## config.mk

```make
export PLATFORM = sky130hd
export DESIGN_NAME = bu2020_hazard_ctrl
export DESIGN_NICKNAME = d
export VERILOG_FILES = /design/src/rtl/bu2020_hazard_ctrl.sv
export SDC_FILE = /design/constraint.sdc
export NUM_CORES = 1
export LEC_CHECK = 0
export CORE_ASPECT_RATIO = 0.9
export CORE_UTILIZATION = 35
export CTS_CLUSTER_DIAMETER = 150
export DETAILED_ROUTE_END_ITERATION = 10
export PLACE_DENSITY = 0.66
export SLEW_MARGIN = 25
export SYNTH_ARGS = -nofsm -noshare
export SYNTH_HDL_FRONTEND = slang
export SYNTH_SLANG_ARGS = --single-unit
export TNS_END_PERCENT = 1
```

## constraint.sdc

```tcl
create_clock -name clk -period 2.23 [get_ports clk]
set_input_delay 0.5575 -clock clk [delete_from_list [all_inputs] [get_ports clk]]
set_output_delay 0.5575 -clock clk [all_outputs]
set_load 0.1 [all_outputs]
```

## src/rtl/bu2020_hazard_ctrl.sv

```systemverilog
// ---------------------------------------------------------------------------
// bu2020_hazard_ctrl
// Pipeline control unit for the 5-stage BU2020 core (IF, ID, EX, MEM, WB).
//
// Purpose:
//   - Generates the PC and IF_ID write enables.
//   - Generates the per-stage bubble (flush) controls.
//   - Generates the taken-branch / jump PC redirect.
//   - Generates the EX operand-forwarding selects.
//   - Runs a RUN / DRAIN / HALTED state machine that empties the pipeline on
//     request.
//   - Keeps saturating stall and flush event counters.
//
// Ports:
//   clk, rst_n                 clock (rising edge), async active-low reset
//   id_rs1/2, id_use_rs1/2     sources of the ID instruction and their use
//   ex_rs1/2, ex_rd            ID_EX sources and target
//   ex_regwrite, ex_memread    ID_EX RegWrite and load indication
//   mem_rd, mem_regwrite       EX_MEM target and RegWrite
//   wb_rd, wb_regwrite         MEM_WB target and RegWrite
//   mem_jump/bne/zero          EX_MEM branch controls
//   mem_target                 EX_MEM branch / jump target
//   halt_req / halt_ack        drain request, pipeline-frozen acknowledge
//   pc_we, pc_sel, pc_redirect PC control and redirect target
//   if_id_we                   IF_ID write enable
//   *_flush                    load a bubble into that stage register
//   fwd_a, fwd_b               00 regfile, 10 EX_MEM result, 01 MEM_WB data
//   stall_count, flush_count   saturating event counters
// ---------------------------------------------------------------------------
module bu2020_hazard_ctrl #(
  parameter int REG_AW       = 3,
  parameter int PC_W         = 16,
  parameter int CNT_W        = 16,
  parameter int DRAIN_CYCLES = 4
) (
  input  logic              clk,
  input  logic              rst_n,
  input  logic [REG_AW-1:0] id_rs1,
  input  logic [REG_AW-1:0] id_rs2,
  input  logic              id_use_rs1,
  input  logic              id_use_rs2,
  input  logic [REG_AW-1:0] ex_rs1,
  input  logic [REG_AW-1:0] ex_rs2,
  input  logic [REG_AW-1:0] ex_rd,
  input  logic              ex_regwrite,
  input  logic              ex_memread,
  input  logic [REG_AW-1:0] mem_rd,
  input  logic              mem_regwrite,
  input  logic [REG_AW-1:0] wb_rd,
  input  logic              wb_regwrite,
  input  logic              mem_jump,
  input  logic              mem_bne,
  input  logic              mem_zero,
  input  logic [PC_W-1:0]   mem_target,
  input  logic              halt_req,
  output logic              halt_ack,
  output logic              pc_we,
  output logic              pc_sel,
  output logic [PC_W-1:0]   pc_redirect,
  output logic              if_id_we,
  output logic              if_id_flush,
  output logic              id_ex_flush,
  output logic              ex_mem_flush,
  output logic [1:0]        fwd_a,
  output logic [1:0]        fwd_b,
  output logic [CNT_W-1:0]  stall_count,
  output logic [CNT_W-1:0]  flush_count
);

  localparam int DCW = $clog2(DRAIN_CYCLES + 1);

  typedef enum logic [1:0] {
    ST_RUN    = 2'd0,
    ST_DRAIN  = 2'd1,
    ST_HALTED = 2'd2
  } state_e;

  state_e           state_q, state_d;
  logic [DCW-1:0]   drain_q, drain_d;
  logic [CNT_W-1:0] stall_cnt_q, stall_cnt_d;
  logic [CNT_W-1:0] flush_cnt_q, flush_cnt_d;

  logic taken_s;
  logic luse_s;
  logic stall_s;

  // Hazard detection: taken branch/jump in MEM and load-use between EX and ID
  always_comb begin
    taken_s = mem_jump | (mem_bne & ~mem_zero);
    luse_s  = ex_memread & ex_regwrite &
              ((id_use_rs1 & (id_rs1 == ex_rd)) |
               (id_use_rs2 & (id_rs2 == ex_rd)));
    // A taken branch flushes the load-use pair anyway, so it suppresses the stall
    stall_s = luse_s & ~taken_s;
  end

  // State register and drain counter
  always_ff @(posedge clk or negedge rst_n) begin
    if (!rst_n) begin
      state_q <= ST_RUN;
      drain_q <= {DCW{1'b0}};
    end else begin
      state_q <= state_d;
      drain_q <= drain_d;
    end
  end

  // Next-state logic for the halt/drain sequencer
  always_comb begin
    state_d = state_q;
    drain_d = drain_q;
    case (state_q)
      ST_RUN: begin
        if (halt_req) begin
          state_d = ST_DRAIN;
          drain_d = DCW'(DRAIN_CYCLES);
        end else begin
          state_d = ST_RUN;
        end
      end
      ST_DRAIN: begin
        if (!halt_req) begin
          state_d = ST_RUN;
        end else if (!taken_s && !luse_s) begin
          // Only cycles that really advance the pipeline count toward empty
          drain_d = drain_q - DCW'(1);
          if (drain_q == DCW'(1)) begin
            state_d = ST_HALTED;
          end else begin
            state_d = ST_DRAIN;
          end
        end else begin
          state_d = ST_DRAIN;
        end
      end
      ST_HALTED: begin
        if (!halt_req) begin
          state_d = ST_RUN;
        end else begin
          state_d = ST_HALTED;
        end
      end
      default: begin
        state_d = ST_RUN;
        drain_d = {DCW{1'b0}};
      end
    endcase
  end

  // Pipeline control outputs; reset, then taken, then load-use, then state
  always_comb begin
    halt_ack     = 1'b0;
    pc_we        = 1'b1;
    pc_sel       = 1'b0;
    if_id_we     = 1'b1;
    if_id_flush  = 1'b0;
    id_ex_flush  = 1'b0;
    ex_mem_flush = 1'b0;
    pc_redirect  = mem_target;

    case (state_q)
      ST_RUN: begin
        pc_we = 1'b1;
      end
      ST_DRAIN: begin
        // Stop fetching; bubbles enter IF_ID while older work drains
        pc_we       = 1'b0;
        if_id_flush = 1'b1;
      end
      ST_HALTED: begin
        halt_ack    = 1'b1;
        pc_we       = 1'b0;
        if_id_we    = 1'b0;
        if_id_flush = 1'b1;
        id_ex_flush = 1'b1;
      end
      default: begin
        pc_we = 1'b0;
      end
    endcase

    if (taken_s) begin
      pc_we        = 1'b1;
      pc_sel       = 1'b1;
      if_id_we     = 1'b1;
      if_id_flush  = 1'b1;
      id_ex_flush  = 1'b1;
      ex_mem_flush = 1'b1;
    end else if (luse_s) begin
      // Hold PC and IF_ID, inject exactly one bubble into ID_EX
      pc_we       = 1'b0;
      if_id_we    = 1'b0;
      id_ex_flush = 1'b1;
      if (state_q != ST_HALTED) begin
        if_id_flush = 1'b0;
      end else begin
        if_id_flush = 1'b1;
      end
    end else begin
      pc_sel = 1'b0;
    end

    if (!rst_n) begin
      halt_ack     = 1'b0;
      pc_we        = 1'b0;
      pc_sel       = 1'b0;
      if_id_we     = 1'b0;
      if_id_flush  = 1'b1;
      id_ex_flush  = 1'b1;
      ex_mem_flush = 1'b1;
    end else begin
      halt_ack = halt_ack;
    end
  end

  // Operand forwarding; the younger EX_MEM result beats MEM_WB
  always_comb begin
    if (mem_regwrite && (mem_rd == ex_rs1)) begin
      fwd_a = 2'b10;
    end else if (wb_regwrite && (wb_rd == ex_rs1)) begin
      fwd_a = 2'b01;
    end else begin
      fwd_a = 2'b00;
    end
    if (mem_regwrite && (mem_rd == ex_rs2)) begin
      fwd_b = 2'b10;
    end else if (wb_regwrite && (wb_rd == ex_rs2)) begin
      fwd_b = 2'b01;
    end else begin
      fwd_b = 2'b00;
    end
  end

  // Saturating counter next values; they hold at all-ones
  always_comb begin
    stall_cnt_d = stall_cnt_q;
    flush_cnt_d = flush_cnt_q;
    if (stall_s && (stall_cnt_q != {CNT_W{1'b1}})) begin
      stall_cnt_d = stall_cnt_q + CNT_W'(1);
    end else begin
      stall_cnt_d = stall_cnt_q;
    end
    if (taken_s && (flush_cnt_q != {CNT_W{1'b1}})) begin
      flush_cnt_d = flush_cnt_q + CNT_W'(1);
    end else begin
      flush_cnt_d = flush_cnt_q;
    end
  end

  // Performance counter registers
  always_ff @(posedge clk or negedge rst_n) begin
    if (!rst_n) begin
      stall_cnt_q <= {CNT_W{1'b0}};
      flush_cnt_q <= {CNT_W{1'b0}};
    end else begin
      stall_cnt_q <= stall_cnt_d;
      flush_cnt_q <= flush_cnt_d;
    end
  end

  assign stall_count = stall_cnt_q;
  assign flush_count = flush_cnt_q;

endmodule

```

==> flow_summary.json <==
{
  "synth_xor_area_frac": 0.1780,
  "ys.flop_type": "dfrtp_1",
  "tritoncts": "yes",
  "vias": 2027,
  "final_util": 0.5397,
  "worstSetupStartpointType": "input pin",
  "drt_pre_antenna_iters": 5,
  "postPlaceCellArea_um2": 3301,
  "numPortBuffers": 75,
  "synth_mux_area_frac": 0.01536,
  "synth_top_family_by_area": "simple AND/OR/NAND/NOR gates",
  "crit_type": "input pin to output port",
  "nets": 383,
  "rsz0062_at_grt": "true",
  "slowest_delay_ns": 0.26,
  "final.setup.tns_ns": 0,
  "worst_ir_drop_vdd_v": 0.0006623,
  "cp_data_required_time_ns": 1.67,
  "clk_pin_slew_ns": 0.08,
  "fin_total_pwr_mw": 2.815,
  "design_area_um2": 3536,
  "maxSlewHeadroom": 0.6869,
  "drv_cap": 0,
  "cpLargestDelayFamily": "buffers and inverters",
  "core_area_um2": 6551,
  "dieArea_um2": 7083,
  "crit_buf_inv": 2,
  "io-pin-count": 108,
  "arrival_ns": 1.66,
  "tightest_slew_ns": 0.4653,
  "fp-row-count": 28,
  "r2r_cells": 5,
  "finalCriticalPeriod_ns": 2.220,
  "min_path_type": "input pin to async pin",
  "vias_per_cell": 4.861,
  "clk_latency_ns": 0.29,
  "p_leak_nw": 1.761,
  "synth_compound_area_frac": 0.05879,
  "drcViolationCount": 0,
  "die_h_um": 79.94,
  "power_density_nw_per_um2": 796.0,
  "critPathSlowestCell": "a21o_4",
  "drt-initial-drc-count": 51,
  "grt_pass1_vias": 2089,
  "synth_area_um2": 2362,
  "place_hpwl_mm": 4.332,
  "fin_crit_sh": 0.9957,
  "place_congestion": 0.7667,
  "grt_max_degree": 37,
  "dieWidth_um": 88.60,
  "yosys.area_share.simple": 0.2394,
  "rr_startpoint": "stall_count[0]",
  "htree_num_levels": 2,
  "synth.distinct_cells": 45,
  "synth_seq_cells": 37,
  "ys_warn_count": 0,
  "clock_skew_ns": 0.003395,
  "synth_nets": 303,
  "syn_to_final_growth_pct": 49.68,
  "run_status": "completed",
  "wl_per_cell_um": 13.68,
  "drive_gt1_frac": 0.3364,
  "antenna_found_initial": 0,
  "synthArstFlopShare": 1.000,
  "slew_violations": 0,
  "rrSetupSlack_ns": 0.45,
  "grt_pass1_wl_mm": 9.480,
  "clock.fmax_ghz": 0.4504,
  "cp-end-kind": "output port",
  "grt.overflow.total": 0,
  "synth_edf_count": 0,
  "clock_sinks": 37,
  "hold_viol": 0,
  "finalSetupViolCount": 0,
  "setup_slack_ns": 0.009565,
  "gr-usage-all-layers": 0.1742,
  "avgSynthCellArea_um2": 9.603,
  "synthCells": 246,
  "initial_core_util": 0.3606,
  "diodes": 0,
  "routed_wl_mm": 5.705,
  "synthAdderAreaFrac": 0.04237,
  "ys_seq_area_frac": 0.3919,
  "ctsHoldBuffers": 0,
  "postRouteAntennaNets": 0,
  "dpl_worst_slack_ns": -0.4944,
  "crit_path_cell_trace": "buf_6 > xnor2_2 > nand4_1 > a21o_4 > mux2i_1 > nand3_2 > buf_12",
  "clockRootBuffer": "clkbuf_8",
  "r2r_end": "stall_count[6]",
  "numCtsBuffers": 5,
  "crit_fanout": 4,
  "cts.path.max_buffers": 2
}
==> sequential cells by signal, indices dropped and copies added, names as in the netlist <==
register,count
state_q,2
drain_q,3
flush_count,16
stall_count,16
==> Yosys cell counts (2+ instances only) <==
master	n	area, um2
and3_1	7	43.79
xor2_1	26	227.7
a21oi_1	3	15.01
nand3_1	7	35.03
a21boi_0	2	15.01
a21o_1	4	30.03
dfrtp_1	37	925.9
nand2b_1	3	18.77
ha_1	8	100.1
nor3_1	15	75.07
buf_2	2	10.01
nor2b_1	2	12.51
nor2_1	11	41.29
or3_1	2	12.51
nor4_2	2	25.02
nor4_1	6	37.54
nand4_1	11	68.82
buf_4	16	120.1
inv_1	10	37.54
xnor2_1	22	192.7
nand2_1	25	93.84
o311ai_0	2	17.52
==> logic make-up (layout without fill, tap and decap cells) <==
group                      count (synthesis)  count (layout)
and+or+nand+nor                          101             101
DFF                                       37              37
muxes                                      3               3
xor gates and xnor gates                  48              48
adders and majority gates                  8               8
AOI/OAI and AO/OA                         19              19
buffers and inverters                     30             111
==> power by group <==
group | internal [mW] | leakage (nW) | switching (mW) | total (mW)
Combinational | 0.371 | 1.22 | 0.932 | 1.30
Sequential | 0.767 | 0.487 | 0.122 | 0.889
Clock | 0.364 | 0.0574 | 0.259 | 0.622
Total | 1.50 | 1.76 | 1.31 | 2.81
==> metrics by stage <==
step | instances | hold slack (ns)
after floorplan | 246 | 0.2619
after global placement | 407 | 0.3914
after detailed placement | 407 | 0.3910
after CTS | 417 | 0.06645
after global routing | 417 | 0.07821
final | 417 | 0.07734
==> how the worst max path moves through the flow <==
stage / startpoint / to / depth (start not counted)
after floorplan: mem_zero / id_ex_flush / 4
after global placement: ex_rd[0] / stall_count[1] / 7
after detailed placement: ex_rd[0] / stall_count[1] / 7
after CTS: ex_rs2[2] / fwd_b[0] / 5
after global routing: id_rs1[2] / if_id_flush / 7
final: id_rs1[0] / if_id_flush / 7
==> routing by layer <==
layer  share of wire  global-route usage  vias to the layer above
li1                -                   -                      995
met2            0.51              0.2969                       48
met4           0.014             0.07097                        0
met3           0.035             0.03309                       10
met5               0                   0                        -
met1            0.44              0.2145                      974
==> placed cells by master (no fill, tap or decap), types with 6 or more instances in the layout <==
master	instances
and3_1	7
buf_12	11
buf_4	48
buf_6	7
clkbuf_8	6
dfrtp_1	37
dlygate4sd2_1	10
dlymetal6s2s_1	9
ha_1	7
inv_1	10
nand2_1	25
nand3_1	6
nand4_1	11
nor2_1	8
nor3_1	13
nor4_1	6
xnor2_1	16
xnor2_2	6
xor2_1	23
==> final cells by class <==
| class | instances | area (um2) |
|---|---|---|
| Fill cell | 597 | 3015 |
| Multi-Input combinational cell | 179 | 1415 |
| Sequential cell | 37 | 925.9 |
| Timing Repair Buffer | 93 | 924.6 |
| Tap cell | 90 | 112.6 |
| Clock buffer | 6 | 82.58 |
| Clock inverter | 2 | 37.54 |
| Inverter | 10 | 37.54 |
==> repair_timing <==
item / CTS / global route
setup buffers: 2 / 0
setup endpoints to repair: 19 / 9
pin swaps: 18 / 15
gates resized for setup: 46 / 34
No activity file was read; power rests on OpenSTA's default activity.
